==> config.mk <==
export PLATFORM = sky130hd
export DESIGN_NAME = fetch_ctrl
export DESIGN_NICKNAME = d
export VERILOG_FILES = /design/src/rtl/fetch_ctrl.sv
export SDC_FILE = /design/constraint.sdc
export NUM_CORES = 1
export LEC_CHECK = 0
export ABC_AREA = 0
export ABC_CLOCK_PERIOD_IN_PS = 5060
export CAP_MARGIN = 20
export CORE_UTILIZATION = 50
export DETAILED_ROUTE_END_ITERATION = 16
export PLACE_DENSITY_LB_ADDON = 0.12
export SETUP_SLACK_MARGIN = 0.2
export SYNTH_ARGS = -nofsm -noshare
export SYNTH_HDL_FRONTEND = slang
export SYNTH_SLANG_ARGS = --single-unit
==> constraint.sdc <==
create_clock -name clk -period 5.06 [get_ports clk]
set_input_delay 1.518 -clock clk [delete_from_list [all_inputs] [get_ports clk]]
set_output_delay 1.518 -clock clk [all_outputs]
set_load 0.005 [all_outputs]
==> src/rtl/fetch_ctrl.sv <==
// fetch_ctrl: instruction fetch stage with IF/ID register, one-word skid buffer,
// branch redirect and a sticky fault/halt on misaligned or out-of-range fetch.
module fetch_ctrl #(
    parameter int IMEM_BYTES = 84
) (
    input  logic        clk,
    input  logic        reset,
    input  logic        stall,
    input  logic        pcsrc,
    input  logic [31:0] branched_PC,
    output logic        imem_req,
    output logic [31:0] imem_addr,
    input  logic        imem_ready,
    input  logic [31:0] imem_rdata,
    output logic [31:0] PC,
    output logic [31:0] instruction_code,
    output logic        if_valid,
    output logic        fault
);
    typedef enum logic [1:0] {IDLE, FETCH, HOLD, HALT} state_t;
    state_t      state_q, state_d;
    logic [31:0] fetch_pc_q, fetch_pc_d, skid_q, skid_d, skid_pc_q, skid_pc_d;
    logic [31:0] pc_q, pc_d, instr_q, instr_d;
    logic        valid_q, valid_d, fault_q, fault_d, req_q, req_d;
    logic [31:0] limit, pc_inc;
    assign limit  = 32'(IMEM_BYTES - 4);
    assign pc_inc = fetch_pc_q + 32'd4;
    always_comb begin
        state_d    = state_q;
        fetch_pc_d = fetch_pc_q;
        skid_d     = skid_q;
        skid_pc_d  = skid_pc_q;
        pc_d       = pc_q;
        instr_d    = instr_q;
        valid_d    = valid_q;
        fault_d    = fault_q;
        case (state_q)
            IDLE: state_d = FETCH;
            FETCH, HOLD: begin
                if (pcsrc) begin
                    valid_d   = 1'b0;
                    skid_d    = '0;
                    skid_pc_d = '0;
                    if (branched_PC[1:0] != 2'b00) state_d = HALT;
                    else begin
                        fetch_pc_d = branched_PC;
                        state_d    = FETCH;
                    end
                end else if (state_q == FETCH) begin
                    if (imem_ready && stall) begin
                        skid_d     = imem_rdata;
                        skid_pc_d  = fetch_pc_q;
                        fetch_pc_d = pc_inc;
                        state_d    = HOLD;
                    end else if (imem_ready) begin
                        pc_d       = fetch_pc_q;
                        instr_d    = imem_rdata;
                        valid_d    = 1'b1;
                        fetch_pc_d = pc_inc;
                    end else if (!stall) valid_d = 1'b0;
                end else if (!stall) begin
                    pc_d    = skid_pc_q;
                    instr_d = skid_q;
                    valid_d = 1'b1;
                    state_d = FETCH;
                end
            end
            default: state_d = HALT;
        endcase
        // Range check happens before a request can be issued at the new address.
        if (state_d == FETCH && fetch_pc_d > limit) state_d = HALT;
        if (state_d == HALT) begin
            valid_d = 1'b0;
            fault_d = 1'b1;
        end
        req_d = (state_d == FETCH);
    end
    always_ff @(posedge clk) begin
        if (reset) begin
            state_q    <= IDLE;
            fetch_pc_q <= '0;
            skid_q     <= '0;
            skid_pc_q  <= '0;
            pc_q       <= '0;
            instr_q    <= '0;
            valid_q    <= 1'b0;
            fault_q    <= 1'b0;
            req_q      <= 1'b0;
        end else begin
            state_q    <= state_d;
            fetch_pc_q <= fetch_pc_d;
            skid_q     <= skid_d;
            skid_pc_q  <= skid_pc_d;
            pc_q       <= pc_d;
            instr_q    <= instr_d;
            valid_q    <= valid_d;
            fault_q    <= fault_d;
            req_q      <= req_d;
        end
    end
    assign imem_req         = req_q;
    assign imem_addr        = fetch_pc_q;
    assign PC               = pc_q;
    assign instruction_code = instr_q;
    assign if_valid         = valid_q;
    assign fault            = fault_q;
endmodule

==> run metrics, run 1 <==
post-layout min period=4.05 ns; FF+latch count, synth=165; clk sink count=165; post-synthesis sequential area ratio=41.5%; Clock Pin Slew Worst Setup and Hold Paths=0.06 ns; detailed placement HPWL=15400 microns; Ant. Diodes=0; Final Core Density=67.2%; Syn Inst Count=946; RSZ-0062 raised after global routing=false; remaining antenna violation count after routing=0; Routed WL=23700 microns; I/O pin count=168; Setup TNS=0 ns; crit path max fanout=12; highest clock rate=0.247 GHz; Post-synth EDFFs=0; Clk Tree Root Cell=clkbuf_16; Synth Flop Type=dfxtp_1; largest net degree at the start of global routing=130; number of buffers added on ports=167; power per cell area=500 nW/um^2; die area=16400 sq um; Synthesized Nets=1019; clk_skew=0.0140 ns; hold crit path type=flip-flop to flip-flop; GP Congestion=0.975; clock tree buffer depth=2; CP max stage delay=0.67 ns; Initial DRC Count=726; chip width=128 microns; Lkg Pwr=0.00352 uW; peak supply drop=0.000342 V; Slew headroom=48.7%; placed cell areas=9730 sq um; synth warn=0; later-pin clock latency in the skew report=0.43 ns; Hold Fails Final Rpt=0; Max Transition Viols Final=0; Rows=45; Chip Height=128 microns; ys async rst share=0%; vias in the first global route=6866; Final Cell Area=10300 sq um; hold buffer count at CTS=0; Resized Gates After CTS=0; antenna violations before repair=0; first-pass GRT wire length=37200 microns; Syn-to-layout area delta=29.7%; Worst EP arrival=4.31 ns; number of buffers created by CTS=17; Syn Area/Cell=8.41 sq um; WP data required=5.32 ns; Cell Chain, Critical Path=clkdlybuf4s50_1 -> or3b_1 -> o22ai_1 -> a221o_1 -> a31o_2 -> a211o_1 -> nor4b_4 -> a41oi_1 -> nor3_1; CTS tree=built; Critical Path End Type=flip-flop; # Post-CTS Setup Buffers=0; routed len/inst=18.4 microns; minimum hold slack=0.483 ns; post-synth cell types=66; share of layout cells above drive strength 1=6.24%; drt via density=5.96; FILL cells=1346; Placeable Area=15400 sq um; Setup CP Type=input port to flip-flop; total track usage=29.0%; drt first pass iters=5; CP Launch Type=input port; DR DRC count=0; final setup vio count=0; mapped cell area=7960 sq um; Initial Util=51.8%; Worst path slowest cell=clkdlybuf4s50_1; via count=7654; crit share post-route=80.0%; Slew @ Worst Pin=0.769 ns; H-tree Lvls=4; status=finished, final reports clean; grt ovf=0; max-cap viol count=0; Layout Nets=1134
==> cell usage in the layout, fill, tap and decap left out, types with 4 or more instances in the layout <==
| cell | Yosys | final |
|---|---|---|
| nand4_1 | 12 | 12 |
| a221oi_1 | 4 | 4 |
| clkdlybuf4s50_1 | 0 | 165 |
| nor3_1 | 24 | 23 |
| a22o_1 | 7 | 7 |
| a311oi_1 | 4 | 4 |
| nand2b_1 | 6 | 6 |
| nor3b_1 | 59 | 59 |
| and4_1 | 6 | 6 |
| a21boi_0 | 4 | 4 |
| nor2b_1 | 11 | 11 |
| o22ai_1 | 17 | 17 |
| nand3_1 | 12 | 12 |
| o21ai_0 | 15 | 15 |
| a21o_1 | 4 | 4 |
| inv_1 | 11 | 11 |
| nand2_1 | 24 | 24 |
| dfxtp_1 | 165 | 165 |
| clkbuf_16 | 0 | 17 |
| a21oi_1 | 74 | 74 |
| and2_1 | 5 | 5 |
| a211oi_1 | 68 | 68 |
| buf_4 | 1 | 17 |
| and3_1 | 8 | 8 |
| nor2_1 | 178 | 178 |
| a41oi_1 | 4 | 4 |
| mux2i_1 | 66 | 66 |
| nor4_1 | 6 | 6 |
==> cell usage after synthesis, types with 3 or more instances <==
library cell,n,area share (%)
mux2i_1,66,8.3
nor2b_1,11,0.86
a221oi_1,4,0.44
and3_1,8,0.63
a211o_1,3,0.33
nand4_1,12,0.94
and2_1,5,0.39
o21a_1,3,0.28
nor4_1,6,0.47
a41oi_1,4,0.44
nand2_1,24,1.1
a311oi_1,4,0.44
nand2b_1,6,0.47
inv_1,11,0.52
a21oi_1,74,4.7
buf_1,13,0.61
dfxtp_1,165,41
clkbuf_1,71,3.3
nor2_1,178,8.4
nor3b_1,59,5.6
a21o_1,4,0.38
and4_1,6,0.66
buf_2,4,0.25
a21boi_0,4,0.38
o21bai_1,3,0.28
a211oi_1,68,6.4
nor3_1,24,1.5
ha_1,4,0.63
o21ai_0,15,0.94
nand3_1,12,0.75
a22o_1,7,0.77
o22ai_1,17,1.3
o41ai_1,3,0.33
==> where the power goes <==
group          total [uW]  internal [uW]  switching, uW
logic                2100            953           1140
registers            1790           1540            245
clock network        1280            718            559
==> routing by layer <==
layer | wire [microns] | share of wire [%] | track usage (%)
met5 | 0 | 0 | 0
met4 | 534 | 2.3 | 9.90
met3 | 1820 | 7.7 | 5.63
met2 | 10500 | 44 | 45.0
met1 | 10800 | 46 | 40.3
==> critical path, delay by kind of cell <==
kind                   cells  cell delay (ns)
buffers and inverters      1             0.67
AND/OR/NAND/NOR            3             0.73
AO/OA/AOI/OAI              5             1.38
==> flip-flops by register name (all words and copies together), names as in the netlist <==
register	count
skid_q	32
if_valid	1
imem_addr	32
instruction_code	32
skid_pc_q	32
imem_req	1
fault	1
PC	32
state_q	2
==> worst paths after layout <==
path	slack, ns	depth (start not counted)	endpoint	from
setup / recovery	1.01	9	if_valid$_SDFFE_PP0P_	branched_PC[1]
hold / removal	0.48	2	skid_pc_q[11]$_SDFFE_PP0P_	skid_pc_q[11]$_SDFFE_PP0P_
setup reg to reg	1.65	10	if_valid$_SDFFE_PP0P_	state_q[0]$_SDFF_PP0_
hold reg to reg	0.48	2	skid_pc_q[11]$_SDFFE_PP0P_	skid_pc_q[11]$_SDFFE_PP0P_
==> cell type report <==
class,instances,area [sq um],share of cell area [%]
Timing Repair Buffer,185,1840,17.8
Clock buffer,22,464,4.50
Tap cell,211,264,2.56
Clock inverter,10,111,1.08
Multi-Input combinational cell,681,4300,41.7
Inverter,11,41.3,0.400
Sequential cell,165,3300,32.0
==> logic make-up (layout without fill, tap and decap cells) <==
group	count (synthesis)	after routing	synth area share (%)
DFF	165	165	41.5
adders and majority gates	4	4	0.629
buffers and inverters	100	228	4.83
muxes	66	66	8.30
and+or+nand+nor	374	374	24.7
AOI/OAI and AO/OA	237	237	20.1
==> metrics by stage <==
stage	power [uW]	instances	setup slack (ns)
5_1_grt	5460	1285	0.899
3_5_place_dp	3870	1252	0.672
2_1_floorplan	3050	946	1.34
6_report	5160	1285	1.01
3_3_place_gp	3860	1252	0.715
4_1_cts	5150	1284	1.06
Note: power is estimated with default switching activity, not from simulation.
==> run 2, diff against run 1 <==
Settings changed: ABC_CLOCK_PERIOD_IN_PS 5060 to 4200.
Clock period 5.06 ns to 4.2 ns, I/O delays scaled along.
==> run 2 against run 1 <==
Compared with the run above: combinational power is 26% higher; clock-buffer cell count did not move; cell area increased by 1.6%; highest routed layer unchanged.
==> run metrics, run 2 (synthesis gave the netlist of run 1 again) <==
gr busiest metal=met2 (unchanged); vias in the first global route=6931 (was 6866); hold crit path type=flip-flop to flip-flop (unchanged); commonest non-fill, non-tap cell in the layout=nor2_1 (unchanged); P_int=3920 uW (was 3220 uW); Initial DRC Count=597 (was 726); sequential group share of total power=34.1% (was 34.7%); Lkg Pwr=0.00363 uW (was 0.00352 uW); Clk Tree Root Cell=clkbuf_16 (unchanged); Worst EP arrival=4.05 ns (was 4.31 ns); post-layout min period=3.73 ns; Routed WL=23700 microns (about the same); GP Congestion=0.964 (was 0.975); Clock Pin Slew Worst Setup and Hold Paths=0.06 ns (about the same); routed len/inst=18.1 microns (was 18.4 microns); Global Route met3 Usage=6.72% (was 5.63%); M2 GR Usage=45.9% (was 45.0%); highest clock rate=0.268 GHz; drt via density=5.87 (was 5.96); largest net degree at the start of global routing=77 (was 130); chip width=128 microns (unchanged); number of buffers added on ports=167 (unchanged); die area=16400 sq um (unchanged); Clk pwr share=23.9% (was 24.7%); share of layout cells above drive strength 1=8.30% (was 6.24%); Initial Util=51.8% (unchanged); Syn-to-layout area delta=31.7% (was 29.7%); drt first pass iters=5 (unchanged); CP Launch Type=input port (unchanged); clk_skew=0.00987 ns (was 0.0140 ns); Resized Gates After CTS=0 (unchanged); max-cap viol count=0 (unchanged); Critical Path End Type=flip-flop (unchanged); Hold Fails Final Rpt=0 (unchanged); antenna violations before repair=0 (unchanged); detailed placement HPWL=16100 microns (was 15400 microns); Rows=45 (unchanged); total track usage=29.1% (was 29.0%); grt ovf=0 (unchanged); clk sink count=165 (unchanged); FILL cells=1335 (was 1346); commonest non-fill, non-tap cells in the layout=nor2_1 (178), dfxtp_1 (165), clkdlybuf4s50_1 (165), a21oi_1 (74), a211oi_1 (68) (unchanged); remaining antenna violation count after routing=0 (unchanged); later-pin clock latency in the skew report=0.42 ns (was 0.43 ns); I/O pin count=168 (unchanged); P_sw=2350 uW (was 1950 uW); status=finished, final reports clean (unchanged); Ant. Diodes=0 (unchanged); peak supply drop=0.000399 V (was 0.000342 V); Slew headroom=25.7% (was 48.7%); Chip Height=128 microns (unchanged); power per cell area=598 nW/um^2 (was 500 nW/um^2); Setup TNS=0 ns (unchanged); Comb power frac=42.1% (was 40.6%); # Post-CTS Setup Buffers=0 (unchanged); RSZ-0062 raised after global routing=false (unchanged); crit path max fanout=8 (was 12); Placeable Area=15400 sq um (unchanged); DR DRC count=0 (unchanged); Max Transition Viols Final=0 (unchanged); Layout Nets=1156 (was 1134); GR Layer Usage met1=39.0% (was 40.3%); WP data required=4.52 ns (was 5.32 ns); final setup vio count=0 (unchanged); CTS tree=built (unchanged); via count=7666 (was 7654); H-tree Lvls=4 (unchanged); Sw Share=37.5% (was 37.7%); crit share post-route=88.9%; Tot Pwr=6270 uW (was 5160 uW); Slew @ Worst Pin=1.12 ns (was 0.769 ns); Setup CP Type=input port to flip-flop (unchanged); hold buffer count at CTS=0 (unchanged); clock tree buffer depth=2 (unchanged); number of buffers created by CTS=17 (unchanged); first-pass GRT wire length=37100 microns (was 37200 microns)
-- run 2: cell types whose count changed in the layout (fill, tap and decap cells not counted), sizes merged --
cell / previous run / this run
bufinv: 1 / 0
clkinv: 2 / 4
inv: 16 / 15
buf: 20 / 42
-- run 2: per-layer routing --
metal	wire, microns	vias up	share of wire (%)
li1	-	3722	-
met5	0	-	0
met2	10800	313	46
met4	488	0	2.1
met3	1900	38	8.0
met1	10500	3593	44
-- run 2: worst paths after layout --
path                         startpoint                          to  slack, ns  cells after the start
min          skid_pc_q[15]$_SDFFE_PP0P_  skid_pc_q[15]$_SDFFE_PP0P_       0.48                      2
max                          imem_ready          fault$_SDFFE_PP0N_       0.47                      9
min reg2reg  skid_pc_q[15]$_SDFFE_PP0P_  skid_pc_q[15]$_SDFFE_PP0P_       0.48                      2
max reg2reg       state_q[0]$_SDFF_PP0_          fault$_SDFFE_PP0N_       0.97                     11
-- run 2: layout make-up --
cell class | instances | area (sq um) | area share (%)
Multi-Input combinational cell | 681 | 4300 | 41.0
Sequential cell | 165 | 3300 | 31.5
Timing Repair Buffer | 207 | 2000 | 19.1
Clock buffer | 22 | 484 | 4.62
Tap cell | 211 | 264 | 2.52
Clock inverter | 10 | 86.3 | 0.823
Inverter | 11 | 41.3 | 0.394
-- run 2: power by group through the flow --
stage / logic, uW / clock network, uW / registers (uW)
final: 2640 / 1490 / 2140
after floorplan: 1580 / 0 / 2090
after CTS: 2620 / 1520 / 2130
after global placement: 2590 / 0 / 2160
after detailed placement: 2610 / 0 / 2160
after global routing: 2870 / 1590 / 2170
-- run 2: critical path, cell delays in order --
cell,delay (ns)
clkdlybuf4s50_1,0.65
and4_1,0.26
nand2_1,0.17
nor3_1,0.29
nand2_1,0.08
a221oi_1,0.64
and4_1,0.34
a41oi_1,0.15
o21ba_1,0.21
-- run 2: per-stage QoR --
step                      hold slack [ns]  util, %  instance area (sq um)  instances  worst slack (ns)
after floorplan                     0.454        -                   7960        946             0.742
after global placement              0.463     64.5                   9910       1275             0.123
after detailed placement            0.472     64.5                   9910       1275             0.104
after CTS                           0.488     68.2                  10500       1307             0.531
after global routing                0.508     68.2                  10500       1307             0.249
final                               0.485     68.2                  10500       1307             0.467
==> run 3, diff against run 2 <==
Settings changed: CORE_MARGIN from default to 4, GPL_TIMING_DRIVEN from default to 0.
==> run 3 against run 2 <==
Compared with the run above: worst hold slack better by 0.00082 ns; power is 0.68% higher; final cell count grew 3.5%; critical path depth unchanged; sequential power barely moved; combinational power up 3%; routed wire length up 13%.
==> run metrics, run 3 (synthesis gave the netlist of run 1 again) <==
crit path max fanout=8 (unchanged); Critical Path End Type=flip-flop (unchanged); Slew headroom=36.3% (was 25.7%); clk sink count=165 (unchanged); power per cell area=603 nW/um^2 (was 598 nW/um^2); Met1 Routed Length=11800 microns (was 10500 microns); Cell Chain, Critical Path=clkdlybuf4s50_1 -> or2_2 -> nor2_1 -> a221oi_1 -> a31o_2 -> a211o_1 -> nor4b_4 -> a41oi_2 -> nor3_1 (was clkdlybuf4s50_1 -> and4_1 -> nand2_1 -> nor3_1 -> nand2_1 -> a221oi_1 -> and4_1 -> a41oi_1 -> o21ba_1); detailed placement HPWL=19800 microns (was 16100 microns); die area=18000 sq um (was 16400 sq um); highest routed metal layer=met4 (unchanged); clock tree buffer depth=2 (unchanged); P_int=3800 uW (was 3920 uW); Lkg Pwr=0.00354 uW (was 0.00363 uW); via count=8029 (was 7666); clk_skew=0.0132 ns (was 0.00987 ns); status=finished, final reports clean (unchanged); routed len/inst=19.8 microns (was 18.1 microns); Syn-to-layout area delta=31.5% (was 31.7%); highest clock rate=0.258 GHz (was 0.268 GHz); Clock Pin Slew Worst Setup and Hold Paths=0.06 ns (about the same); Rows=45 (unchanged); peak supply drop=0.000445 V (was 0.000399 V); pre-CTS WS=-0.725 ns (was 0.104 ns); drt via density=5.93 (was 5.87); crit-path leading delay family=simple AND/OR/NAND/NOR gates (unchanged); total track usage=29.1% (about the same); PnR worst setup slack=0.324 ns (was 0.467 ns); commonest non-fill, non-tap cell in the layout=nor2_1 (unchanged); Sw Share=39.7% (was 37.5%); chip width=134 microns (was 128 microns); Routed WL=26800 microns (was 23700 microns); Worst EP arrival=4.16 ns (was 4.05 ns); share of layout cells above drive strength 1=5.69% (was 8.30%); drt first pass iters=6 (was 5); met3 wire length=1920 microns (was 1900 microns); grt ovf=0 (unchanged); remaining antenna violation count after routing=0 (unchanged); number of buffers added on ports=165 (was 167); RSZ-0062 raised after global routing=false (unchanged); largest net degree at the start of global routing=17 (was 77); Chip Height=134 microns (was 128 microns); crit share post-route=92.3% (was 88.9%); first-pass GRT wire length=41500 microns (was 37100 microns); Clk Tree Root Cell=clkbuf_16 (unchanged); Layout Nets=1202 (was 1156); number of buffers created by CTS=17 (unchanged); CP Launch Type=input port (unchanged); Slew @ Worst Pin=0.949 ns (was 1.12 ns); Ant. Diodes=0 (unchanged); Clk pwr share=23.2% (was 23.9%); Met2 Routed Length=12300 microns (was 10800 microns); vias in the first global route=7641 (was 6931); sequential group share of total power=33.5% (was 34.1%); commonest non-fill, non-tap cells in the layout=nor2_1 (177), dfxtp_1 (165), clkdlybuf4s50_1 (164), a21oi_1 (74), a211oi_1 (68) (was nor2_1 (178), dfxtp_1 (165), clkdlybuf4s50_1 (165), a21oi_1 (74), a211oi_1 (68)); I/O pin count=168 (unchanged); Bufs and invs on worst path=1 (unchanged); Setup CP Type=input port to flip-flop (unchanged); final setup vio count=0 (unchanged); Hold Fails Final Rpt=0 (unchanged); hold crit path type=flip-flop to flip-flop (unchanged); antenna violations before repair=0 (unchanged); GP Congestion=0.973 (was 0.964); H-tree Lvls=4 (unchanged); Max Transition Viols Final=0 (unchanged); Worst path slowest cell=nor2_1 (was clkdlybuf4s50_1); post-layout min period=3.88 ns (was 3.73 ns); WP data required=4.49 ns (was 4.52 ns); later-pin clock latency in the skew report=0.43 ns (was 0.42 ns); Initial Util=51.8% (unchanged); Placeable Area=15400 sq um (unchanged); max-cap viol count=0 (unchanged); CTS tree=built (unchanged); P_sw=2500 uW (was 2350 uW); CP max stage delay=0.73 ns (was 0.65 ns); Setup TNS=0 ns (unchanged); DR DRC count=0 (unchanged); Tot Pwr=6310 uW (was 6270 uW); Initial DRC Count=687 (was 597); Comb power frac=43.3% (was 42.1%)
-- run 3: final timing paths --
kind	endpoint	start	cells past startpoint	slack [ns]
max	if_valid$_SDFFE_PP0P_	branched_PC[0]	9	0.32
min	skid_pc_q[26]$_SDFFE_PP0P_	skid_pc_q[26]$_SDFFE_PP0P_	2	0.49
max reg2reg	imem_req$_SDFF_PP0_	state_q[0]$_SDFF_PP0_	12	0.34
min reg2reg	skid_pc_q[26]$_SDFFE_PP0P_	skid_pc_q[26]$_SDFFE_PP0P_	2	0.49
-- run 3: repair_timing --
action,in CTS,in global routing
resized for setup,11,8
hold buffers,0,0
buffers inserted,0,0
hold endpoints to repair,0,0
setup endpoints to repair,68,44
-- run 3: area by class of cell --
type	instances	area, sq um
clock inverter	14	119
inverter	11	41.3
fill	1370	4900
multi-input combinational	681	4310
tap	211	264
sequential	165	3300
clock buffer	18	429
timing repair buffer	165	1650
buffer	88	349
-- run 3: power by group through the flow --
stage / combinational (uW) / sequential [uW] / clock (uW)
after detailed placement: 2670 / 2140 / 0
after CTS: 2700 / 2110 / 1470
after global routing: 2930 / 2150 / 1540
after floorplan: 1580 / 2090 / 0
after global placement: 2640 / 2130 / 0
final: 2730 / 2110 / 1460
-- run 3: worst reg2reg max path, stage by stage, from the launching register on --
cell and delay, ns:
dfxtp_1 0.39, inv_1 0.09, ha_1 0.33, clkbuf_1 0.33, nor2b_1 0.18, clkbuf_1 0.45, clkbuf_1 0.54, nand2_1 0.14
o211ai_2 0.23, nand3_2 0.16, nor4b_4 0.43, nand4_1 0.21, nor3_2 0.27
-- run 3: stage by stage --
step | std cells | utilization (%) | cell area [sq um] | hold slack [ns]
finish | 1353 | 68.1 | 10500 | 0.486
global route | 1353 | 68.1 | 10500 | 0.516
detailed placement | 1322 | 64.2 | 9880 | 0.474
floorplan | 946 | - | 7960 | 0.454
CTS | 1354 | 68.1 | 10500 | 0.490
global placement | 1322 | 64.2 | 9880 | 0.464
-- run 3: metal layers --
metal | GRT usage, % | up-vias
li1 | - | 3809
met1 | 39.8 | 3788
met2 | 46.7 | 373
met3 | 4.50 | 59
met4 | 10.4 | 0
met5 | 0 | -
